File: config.mk
export PLATFORM = sky130hd
export DESIGN_NAME = ntt_axil_ctrl_irq_flat
export DESIGN_NICKNAME = d
export VERILOG_FILES = /design/src/rtl/ntt_axil_if.sv /design/src/rtl/ntt_axil_ctrl_irq.sv /design/src/flat_wrapper.sv
export SDC_FILE = /design/constraint.sdc
export NUM_CORES = 1
export LEC_CHECK = 0
export ABC_AREA = 1
export CAP_MARGIN = 20
export CORE_ASPECT_RATIO = 0.7
export CORE_MARGIN = 2
export CORE_UTILIZATION = 46
export DETAILED_ROUTE_END_ITERATION = 10
export GPL_ROUTABILITY_DRIVEN = 0
export PLACE_DENSITY = 0.79
export SLEW_MARGIN = 20
export SYNTH_ARGS = -nofsm -noshare
export SYNTH_HDL_FRONTEND = slang
export SYNTH_SLANG_ARGS = --single-unit
File: constraint.sdc
create_clock -name ACLK -period 1.8 [get_ports ACLK]
set_input_delay 0.36 -clock ACLK [delete_from_list [all_inputs] [get_ports ACLK]]
set_output_delay 0.36 -clock ACLK [all_outputs]
set_load 0.05 [all_outputs]
File: src/rtl/ntt_axil_if.sv
// AXI4-Lite slave bus bundle for the NTT control register block.
interface ntt_axil_if #(
  parameter int AW = 4,
  parameter int DW = 32
) ();
  logic [AW-1:0]   S_AXI_AWADDR;
  logic            S_AXI_AWVALID;
  logic            S_AXI_AWREADY;
  logic [DW-1:0]   S_AXI_WDATA;
  logic [DW/8-1:0] S_AXI_WSTRB;
  logic            S_AXI_WVALID;
  logic            S_AXI_WREADY;
  logic [1:0]      S_AXI_BRESP;
  logic            S_AXI_BVALID;
  logic            S_AXI_BREADY;
  logic [AW-1:0]   S_AXI_ARADDR;
  logic            S_AXI_ARVALID;
  logic            S_AXI_ARREADY;
  logic [DW-1:0]   S_AXI_RDATA;
  logic [1:0]      S_AXI_RRESP;
  logic            S_AXI_RVALID;
  logic            S_AXI_RREADY;

  modport slave (
    input  S_AXI_AWADDR, S_AXI_AWVALID, S_AXI_WDATA, S_AXI_WSTRB, S_AXI_WVALID,
           S_AXI_BREADY, S_AXI_ARADDR, S_AXI_ARVALID, S_AXI_RREADY,
    output S_AXI_AWREADY, S_AXI_WREADY, S_AXI_BRESP, S_AXI_BVALID,
           S_AXI_ARREADY, S_AXI_RDATA, S_AXI_RRESP, S_AXI_RVALID
  );

  modport master (
    output S_AXI_AWADDR, S_AXI_AWVALID, S_AXI_WDATA, S_AXI_WSTRB, S_AXI_WVALID,
           S_AXI_BREADY, S_AXI_ARADDR, S_AXI_ARVALID, S_AXI_RREADY,
    input  S_AXI_AWREADY, S_AXI_WREADY, S_AXI_BRESP, S_AXI_BVALID,
           S_AXI_ARREADY, S_AXI_RDATA, S_AXI_RRESP, S_AXI_RVALID
  );
endinterface

File: src/rtl/ntt_axil_ctrl_irq.sv
// AXI4-Lite control/status registers for the NTT core: start pulse, mode,
// busy/done/err tracking, run cycle counter and level done interrupt.
module ntt_axil_ctrl_irq #(
  parameter int C_ADDR_WIDTH = 4,
  parameter int C_DATA_WIDTH = 32
) (
  input  logic       ACLK,
  input  logic       ARESET,
  ntt_axil_if.slave  s_axi,
  output logic       ntt_start,
  output logic       ntt_mode,
  input  logic       ntt_done,
  output logic       irq
);
  localparam int WW = C_ADDR_WIDTH - 2;
  localparam int SW = C_DATA_WIDTH / 8;
  localparam logic [WW-1:0] A_CTRL = WW'(0);
  localparam logic [WW-1:0] A_STAT = WW'(1);
  localparam logic [WW-1:0] A_IEN  = WW'(2);
  localparam logic [WW-1:0] A_CYC  = WW'(3);

  typedef enum logic { W_IDLE, W_RESP } w_state_e;
  typedef enum logic { R_IDLE, R_DATA } r_state_e;

  w_state_e                w_state_q, w_state_d;
  r_state_e                r_state_q, r_state_d;
  logic                    aw_got_q, aw_got_d, w_got_q, w_got_d;
  logic [C_ADDR_WIDTH-1:0] awaddr_q, awaddr_d;
  logic [C_DATA_WIDTH-1:0] wdata_q, wdata_d;
  logic [SW-1:0]           wstrb_q, wstrb_d;
  logic                    awready_q, awready_d, wready_q, wready_d, bvalid_q, bvalid_d;
  logic                    arready_q, arready_d, rvalid_q, rvalid_d;
  logic [C_DATA_WIDTH-1:0] rdata_q, rdata_d, rd_mux;
  logic                    start_q, start_d, mode_q, mode_d, busy_q, busy_d;
  logic                    done_q, done_d, err_q, err_d, irq_en_q, irq_en_d, irq_q, irq_d;
  logic [C_DATA_WIDTH-1:0] cycles_q, cycles_d;

  logic                    aw_hs, w_hs, wr_commit;
  logic [C_ADDR_WIDTH-1:0] wr_addr;
  logic [C_DATA_WIDTH-1:0] wr_data;
  logic [SW-1:0]           wr_strb;
  logic [WW-1:0]           wr_word, rd_word;
  logic                    ctrl_wr, stat_wr, ien_wr;
  logic                    start_ok, start_err, done_set, done_err;
  logic                    unused_bits;

  assign s_axi.S_AXI_AWREADY = awready_q;
  assign s_axi.S_AXI_WREADY  = wready_q;
  assign s_axi.S_AXI_BVALID  = bvalid_q;
  assign s_axi.S_AXI_BRESP   = 2'b00;
  assign s_axi.S_AXI_ARREADY = arready_q;
  assign s_axi.S_AXI_RVALID  = rvalid_q;
  assign s_axi.S_AXI_RDATA   = rdata_q;
  assign s_axi.S_AXI_RRESP   = 2'b00;
  assign ntt_start = start_q;
  assign ntt_mode  = mode_q;
  assign irq       = irq_q;

  // A channel captured in an earlier cycle is taken from its holding flops,
  // otherwise straight from the bus in the handshake cycle.
  assign aw_hs   = awready_q & s_axi.S_AXI_AWVALID;
  assign w_hs    = wready_q & s_axi.S_AXI_WVALID;
  assign wr_addr = aw_got_q ? awaddr_q : s_axi.S_AXI_AWADDR;
  assign wr_data = w_got_q  ? wdata_q  : s_axi.S_AXI_WDATA;
  assign wr_strb = w_got_q  ? wstrb_q  : s_axi.S_AXI_WSTRB;
  assign wr_word = wr_addr[C_ADDR_WIDTH-1:2];
  assign rd_word = s_axi.S_AXI_ARADDR[C_ADDR_WIDTH-1:2];
  assign unused_bits = ^{wr_addr[1:0], wr_data[C_DATA_WIDTH-1:3], wr_strb[SW-1:1],
                         s_axi.S_AXI_ARADDR[1:0]};

  // Write channel: independent AW/W capture, commit when both held, then B.
  always_comb begin
    w_state_d = w_state_q;
    aw_got_d  = aw_got_q;
    w_got_d   = w_got_q;
    awaddr_d  = awaddr_q;
    wdata_d   = wdata_q;
    wstrb_d   = wstrb_q;
    bvalid_d  = bvalid_q;
    wr_commit = 1'b0;
    unique case (w_state_q)
      W_IDLE: begin
        if (aw_hs) begin
          aw_got_d = 1'b1;
          awaddr_d = s_axi.S_AXI_AWADDR;
        end
        if (w_hs) begin
          w_got_d = 1'b1;
          wdata_d = s_axi.S_AXI_WDATA;
          wstrb_d = s_axi.S_AXI_WSTRB;
        end
        if ((aw_got_q | aw_hs) & (w_got_q | w_hs)) begin
          wr_commit = 1'b1;
          aw_got_d  = 1'b0;
          w_got_d   = 1'b0;
          bvalid_d  = 1'b1;
          w_state_d = W_RESP;
        end
      end
      W_RESP: begin
        if (s_axi.S_AXI_BREADY) begin
          bvalid_d  = 1'b0;
          w_state_d = W_IDLE;
        end
      end
      default: w_state_d = W_IDLE;
    endcase
    awready_d = (w_state_d == W_IDLE) & ~aw_got_d;
    wready_d  = (w_state_d == W_IDLE) & ~w_got_d;
  end

  // Read data mux over the register map; unmapped words read as zero.
  always_comb begin
    rd_mux = '0;
    if (rd_word == A_CTRL)      rd_mux[1]   = mode_q;
    else if (rd_word == A_STAT) rd_mux[2:0] = {err_q, busy_q, done_q};
    else if (rd_word == A_IEN)  rd_mux[0]   = irq_en_q;
    else if (rd_word == A_CYC)  rd_mux      = cycles_q;
  end

  // Read channel: register the mux on AR handshake, hold until RREADY.
  always_comb begin
    r_state_d = r_state_q;
    rvalid_d  = rvalid_q;
    rdata_d   = rdata_q;
    unique case (r_state_q)
      R_IDLE: begin
        if (arready_q & s_axi.S_AXI_ARVALID) begin
          rdata_d   = rd_mux;
          rvalid_d  = 1'b1;
          r_state_d = R_DATA;
        end
      end
      R_DATA: begin
        if (s_axi.S_AXI_RREADY) begin
          rvalid_d  = 1'b0;
          r_state_d = R_IDLE;
        end
      end
      default: r_state_d = R_IDLE;
    endcase
    arready_d = (r_state_d == R_IDLE);
  end

  // Register-file and run-tracking updates; hardware sets beat W1C clears.
  assign ctrl_wr   = wr_commit & wr_strb[0] & (wr_word == A_CTRL);
  assign stat_wr   = wr_commit & wr_strb[0] & (wr_word == A_STAT);
  assign ien_wr    = wr_commit & wr_strb[0] & (wr_word == A_IEN);
  assign start_ok  = ctrl_wr & wr_data[0] & ~busy_q;
  assign start_err = ctrl_wr & wr_data[0] & busy_q;
  assign done_set  = ntt_done & busy_q;
  assign done_err  = ntt_done & ~busy_q;

  always_comb begin
    start_d  = start_ok;
    mode_d   = (ctrl_wr & ~busy_q) ? wr_data[1] : mode_q;
    irq_en_d = ien_wr ? wr_data[0] : irq_en_q;
    busy_d   = busy_q;
    if (start_ok)      busy_d = 1'b1;
    else if (done_set) busy_d = 1'b0;
    done_d = done_q;
    if ((stat_wr & wr_data[0]) | start_ok) done_d = 1'b0;
    if (done_set)                          done_d = 1'b1;
    err_d = err_q;
    if (stat_wr & wr_data[2])  err_d = 1'b0;
    if (start_err | done_err)  err_d = 1'b1;
    cycles_d = cycles_q;
    if (start_ok)
      cycles_d = '0;
    else if (busy_q & ~ntt_done & (cycles_q != '1))
      cycles_d = cycles_q + 1'b1;
    irq_d = done_q & irq_en_q;
  end

  // State registers with synchronous reset.
  always_ff @(posedge ACLK) begin
    if (ARESET) begin
      w_state_q <= W_IDLE;
      r_state_q <= R_IDLE;
      aw_got_q  <= 1'b0;
      w_got_q   <= 1'b0;
      awaddr_q  <= '0;
      wdata_q   <= '0;
      wstrb_q   <= '0;
      awready_q <= 1'b0;
      wready_q  <= 1'b0;
      bvalid_q  <= 1'b0;
      arready_q <= 1'b0;
      rvalid_q  <= 1'b0;
      rdata_q   <= '0;
      start_q   <= 1'b0;
      mode_q    <= 1'b0;
      busy_q    <= 1'b0;
      done_q    <= 1'b0;
      err_q     <= 1'b0;
      irq_en_q  <= 1'b1;
      cycles_q  <= '0;
      irq_q     <= 1'b0;
    end else begin
      w_state_q <= w_state_d;
      r_state_q <= r_state_d;
      aw_got_q  <= aw_got_d;
      w_got_q   <= w_got_d;
      awaddr_q  <= awaddr_d;
      wdata_q   <= wdata_d;
      wstrb_q   <= wstrb_d;
      awready_q <= awready_d;
      wready_q  <= wready_d;
      bvalid_q  <= bvalid_d;
      arready_q <= arready_d;
      rvalid_q  <= rvalid_d;
      rdata_q   <= rdata_d;
      start_q   <= start_d;
      mode_q    <= mode_d;
      busy_q    <= busy_d;
      done_q    <= done_d;
      err_q     <= err_d;
      irq_en_q  <= irq_en_d;
      cycles_q  <= cycles_d;
      irq_q     <= irq_d;
    end
  end
endmodule

File: src/flat_wrapper.sv
// flat-port wrapper written by rule: the top's interface ports become plain ports
module ntt_axil_ctrl_irq_flat 
#(
  parameter int C_ADDR_WIDTH = 4,
  parameter int C_DATA_WIDTH = 32
)
  (ACLK, ARESET, ntt_start, ntt_mode, ntt_done, irq, s_axi_S_AXI_AWADDR, s_axi_S_AXI_AWVALID, s_axi_S_AXI_WDATA, s_axi_S_AXI_WSTRB, s_axi_S_AXI_WVALID, s_axi_S_AXI_BREADY, s_axi_S_AXI_ARADDR, s_axi_S_AXI_ARVALID, s_axi_S_AXI_RREADY, s_axi_S_AXI_AWREADY, s_axi_S_AXI_WREADY, s_axi_S_AXI_BRESP, s_axi_S_AXI_BVALID, s_axi_S_AXI_ARREADY, s_axi_S_AXI_RDATA, s_axi_S_AXI_RRESP, s_axi_S_AXI_RVALID);
  ntt_axil_if #(.AW(4), .DW(32)) s_axi_i ();
  input  logic ACLK;
  input  logic ARESET;
  output logic ntt_start;
  output logic ntt_mode;
  input  logic ntt_done;
  output logic irq;
  input wire logic [$bits(s_axi_i.S_AXI_AWADDR)-1:0] s_axi_S_AXI_AWADDR;
  input wire logic [$bits(s_axi_i.S_AXI_AWVALID)-1:0] s_axi_S_AXI_AWVALID;
  input wire logic [$bits(s_axi_i.S_AXI_WDATA)-1:0] s_axi_S_AXI_WDATA;
  input wire logic [$bits(s_axi_i.S_AXI_WSTRB)-1:0] s_axi_S_AXI_WSTRB;
  input wire logic [$bits(s_axi_i.S_AXI_WVALID)-1:0] s_axi_S_AXI_WVALID;
  input wire logic [$bits(s_axi_i.S_AXI_BREADY)-1:0] s_axi_S_AXI_BREADY;
  input wire logic [$bits(s_axi_i.S_AXI_ARADDR)-1:0] s_axi_S_AXI_ARADDR;
  input wire logic [$bits(s_axi_i.S_AXI_ARVALID)-1:0] s_axi_S_AXI_ARVALID;
  input wire logic [$bits(s_axi_i.S_AXI_RREADY)-1:0] s_axi_S_AXI_RREADY;
  output wire logic [$bits(s_axi_i.S_AXI_AWREADY)-1:0] s_axi_S_AXI_AWREADY;
  output wire logic [$bits(s_axi_i.S_AXI_WREADY)-1:0] s_axi_S_AXI_WREADY;
  output wire logic [$bits(s_axi_i.S_AXI_BRESP)-1:0] s_axi_S_AXI_BRESP;
  output wire logic [$bits(s_axi_i.S_AXI_BVALID)-1:0] s_axi_S_AXI_BVALID;
  output wire logic [$bits(s_axi_i.S_AXI_ARREADY)-1:0] s_axi_S_AXI_ARREADY;
  output wire logic [$bits(s_axi_i.S_AXI_RDATA)-1:0] s_axi_S_AXI_RDATA;
  output wire logic [$bits(s_axi_i.S_AXI_RRESP)-1:0] s_axi_S_AXI_RRESP;
  output wire logic [$bits(s_axi_i.S_AXI_RVALID)-1:0] s_axi_S_AXI_RVALID;
  assign s_axi_i.S_AXI_AWADDR = s_axi_S_AXI_AWADDR;
  assign s_axi_i.S_AXI_AWVALID = s_axi_S_AXI_AWVALID;
  assign s_axi_i.S_AXI_WDATA = s_axi_S_AXI_WDATA;
  assign s_axi_i.S_AXI_WSTRB = s_axi_S_AXI_WSTRB;
  assign s_axi_i.S_AXI_WVALID = s_axi_S_AXI_WVALID;
  assign s_axi_i.S_AXI_BREADY = s_axi_S_AXI_BREADY;
  assign s_axi_i.S_AXI_ARADDR = s_axi_S_AXI_ARADDR;
  assign s_axi_i.S_AXI_ARVALID = s_axi_S_AXI_ARVALID;
  assign s_axi_i.S_AXI_RREADY = s_axi_S_AXI_RREADY;
  assign s_axi_S_AXI_AWREADY = s_axi_i.S_AXI_AWREADY;
  assign s_axi_S_AXI_WREADY = s_axi_i.S_AXI_WREADY;
  assign s_axi_S_AXI_BRESP = s_axi_i.S_AXI_BRESP;
  assign s_axi_S_AXI_BVALID = s_axi_i.S_AXI_BVALID;
  assign s_axi_S_AXI_ARREADY = s_axi_i.S_AXI_ARREADY;
  assign s_axi_S_AXI_RDATA = s_axi_i.S_AXI_RDATA;
  assign s_axi_S_AXI_RRESP = s_axi_i.S_AXI_RRESP;
  assign s_axi_S_AXI_RVALID = s_axi_i.S_AXI_RVALID;
  ntt_axil_ctrl_irq #(.C_ADDR_WIDTH(C_ADDR_WIDTH), .C_DATA_WIDTH(C_DATA_WIDTH)) u_core (.ACLK(ACLK), .ARESET(ARESET), .s_axi(s_axi_i), .ntt_start(ntt_start), .ntt_mode(ntt_mode), .ntt_done(ntt_done), .irq(irq));
endmodule
==> results.py <==
metrics = {
    "final_layout": {
        "final_nets": 775,
        "area_delta_synth_final_pct": 26.59,
        "finalNonFillerCells": 850,
        "antenna_cells": 0,
        "fill_cells": 824,
        "multi_input_area_mm2": 0.002276,
        "fin_area_mm2": 0.005493,
        "ff_latch_area_mm2": 0.001725,
        "layout-drive-gt1-share": 0.2080,
    },
    "grt": {
        "grtUsageTotal": 0.2323,
        "grt_pass1_wl_um": 18780,
        "grt_max_degree": 34,
        "grt_overflow": 0,
        "antenna_found_initial": 0,
        "grt_pass1_vias": 3913,
    },
    "synthesis": {
        "synth_area_per_cell_um2": 6.833,
        "async_flop_share": 0,
        "synth_edf_count": 0,
        "syn_area_mm2": 0.004339,
        "synth_cell_types": 29,
        "yosysSeqAreaShare": 0.3968,
        "synth_ff_type": "dfxtp_1",
        "ys_ff_latch": 86,
        "yosysWarningCount": 0,
        "synthesis.instances": 635,
    },
    "die": {
        "die_area_mm2": 0.01024,
        "fp-row-count": 29,
        "start_util": 0.4764,
        "pin_count": 96,
        "die_h_um": 85.26,
        "die_w_um": 120.1,
        "coreArea_mm2": 0.009107,
    },
    "route": {
        "route.antenna.remaining_nets": 0,
        "drtIter0Drc": 370,
        "drc": 0,
        "drt-total-wl_um": 11500,
        "vias": 4393,
        "avgViaCountPerCell": 5.168,
        "wire_per_inst_um": 13.52,
        "dr.pass1.iters": 5,
    },
    "placed_design": {
        "placed_cells": 833,
        "dpl_cell_area_mm2": 0.005147,
        "hpwl_um": 8525,
        "port-buffer-count": 55,
        "dp_worst_setup_slack_ns": -0.1451,
    },
    "flow_run": {
        "max-cap-violations": 0,
    },
    "timing": {
        "setup_viol": 0,
        "drv_slew": 0,
        "fin_hold_ws_ns": 0.4360,
        "finalHoldViolations": 0,
        "fmax_ghz": 0.5852,
        "fin_skew_ns": 0.009404,
        "fin_ws_ns": 0.09111,
        "period_share": 0.9494,
        "period_minus_slack_ns": 1.709,
    },
    "power": {
        "power_frac_seq": 0.464,
        "switchingPower_mw": 1.035,
        "p_leak_nw": 2.193,
        "max-vdd-ir-drop_mv": 0.4882,
        "internal-power_mw": 3.227,
        "switching_share": 0.2428,
        "p_per_area_mw_per_mm2": 775.8,
        "comb_power_share": 0.096,
        "clkPwrFrac": 0.441,
    },
    "status": {
        "status": "finished, final reports clean",
    },
    "clock_network": {
        "clkTransAtPathRegs_ns": 0.06,
        "cts.sinks": 86,
        "clock-root-buffer": "clkbuf_16",
        "cts_tree": "built",
        "cts_max_level": 3,
        "cts_buffers": 9,
        "clk_latency_ns": 0.35,
        "holdBufCountCts": 0,
        "clockBufferDepth": 2,
    },
    "worst_setup_path": {
        "path_class": "reg -> reg",
        "cp-end-kind": "register",
        "cp.arrival_ns": 1.94,
        "cp-start-kind": "register",
        "crit_path_max_fanout": 21,
        "cp.required_ns": 2.03,
    },
    "min_path": {
        "hold_class": "reg -> reg",
    },
}
synth_stat cells (2+ instances only):
| cell type | number | area share |
|---|---|---|
| a21oi_1 | 44 | 0.051 |
| a21oi_2 | 20 | 0.040 |
| a31oi_1 | 2 | 0.0029 |
| buf_12 | 3 | 0.014 |
| buf_2 | 2 | 0.0023 |
| buf_4 | 7 | 0.012 |
| clkbuf_1 | 14 | 0.012 |
| dfxtp_1 | 86 | 0.40 |
| inv_1 | 47 | 0.041 |
| inv_2 | 2 | 0.0017 |
| nand2_1 | 202 | 0.17 |
| nand2_2 | 16 | 0.023 |
| nand2_4 | 3 | 0.0078 |
| nand3_1 | 60 | 0.069 |
| nand4_1 | 8 | 0.012 |
| nor2_1 | 74 | 0.064 |
| nor2_2 | 2 | 0.0029 |
| nor2_4 | 3 | 0.0078 |
| o21ai_0 | 18 | 0.021 |
| xnor2_1 | 6 | 0.012 |
| xor2_1 | 8 | 0.016 |
area by class of cell:
class | count | area share
Inverter | 50 | 0.03417
Clock inverter | 3 | 0.007973
Clock buffer | 12 | 0.04670
Multi-Input combinational cell | 476 | 0.4144
Sequential cell | 86 | 0.3141
Timing Repair Buffer | 99 | 0.1544
Tap cell | 124 | 0.02825
cell usage in the layout (no fill, tap or decap), drive strengths merged:
| cell | netlist | final |
|---|---|---|
| clkinv | 1 | 3 |
| bufinv | 0 | 1 |
| clkbuf | 14 | 13 |
| buf | 12 | 83 |
| nor2 | 80 | 80 |
| ha | 1 | 1 |
| o21a | 1 | 1 |
| o21ai | 18 | 18 |
| a211oi | 1 | 1 |
| nand4 | 8 | 8 |
| a21oi | 64 | 64 |
| dfxtp | 86 | 86 |
| nand2 | 221 | 221 |
| clkdlybuf4s50 | 0 | 15 |
| a31oi | 2 | 2 |
| xnor2 | 6 | 6 |
| nand3 | 60 | 60 |
| xor2 | 8 | 8 |
| inv | 49 | 49 |
| nand3b | 1 | 1 |
| a41oi | 1 | 1 |
| conb | 1 | 4 |
critical path, cell delays in order, from the launching register on:
cell     delay [ns]
dfxtp_1        0.35
ha_2           0.21
inv_1          0.07
nor2_4         0.14
nand2_4        0.10
nor2_8         0.16
nand2_4        0.10
nand2_4        0.11
inv_2          0.06
buf_12         0.15
nand2_1        0.09
a21oi_2        0.05
routing by layer:
metal	global-route usage	part of all wire	vias up
li1	-	-	2192
met1	0.3307	0.47	2016
met2	0.3466	0.43	162
met3	0.04772	0.082	23
met4	0.08663	0.019	0
met5	0	0	-
final timing paths:
kind                            depth (start not counted)               start                   endpoint  slack, ns
worst max-delay path                                   11  u_core.cycles_q[1]        u_core.cycles_q[27]       0.09
worst min register to register                          1    u_core.r_state_q  u_core.s_axi.S_AXI_RVALID       0.44
worst min-delay path                                    1    u_core.r_state_q  u_core.s_axi.S_AXI_RVALID       0.44
worst max register to register                         11  u_core.cycles_q[1]        u_core.cycles_q[27]       0.09
repair_timing:
action / 4_1_cts / 5_1_grt
gates resized for setup: 0 / 5
buffers inserted: 0 / 1
endpoints found under the setup margin: 0 / 26
flip-flops by register name, indices dropped and copies added (netlist names), 2 cells and up:
name	count
u_core.s_axi.S_AXI_RDATA	32
u_core.awaddr_q	2
u_core.wdata_q	3
u_core.cycles_q	32
kinds of logic after synthesis:
group           count (synthesis)  share of synthesized area
other cells                     1                  0.0008642
buf+inv                        76                    0.08362
flops                          86                     0.3968
fa+ha+maj                       1                   0.002883
compound gates                 87                     0.1202
xor+xnor                       14                    0.02826
simple gates                  370                     0.3674
power groups by stage:
stage	Combinational (mW)	Clock (mW)	Sequential, mW
2_1_floorplan	0.194	0	2.08
3_3_place_gp	0.395	0	2.01
3_5_place_dp	0.405	0	2.02
4_1_cts	0.407	1.90	1.97
5_1_grt	0.444	1.99	1.98
6_report	0.407	1.88	1.98
stage by stage:
stage	setup TNS [ns]	util	total power, mW
finish	0	0.6031	4.261
global route	-0.002098	0.6031	4.414
CTS	0	0.5982	4.283
detailed placement	-3.162	0.5652	2.421
global placement	-1.295	0.5652	2.409
floorplan	0	-	2.272
Power figures use the tool's default switching activity.
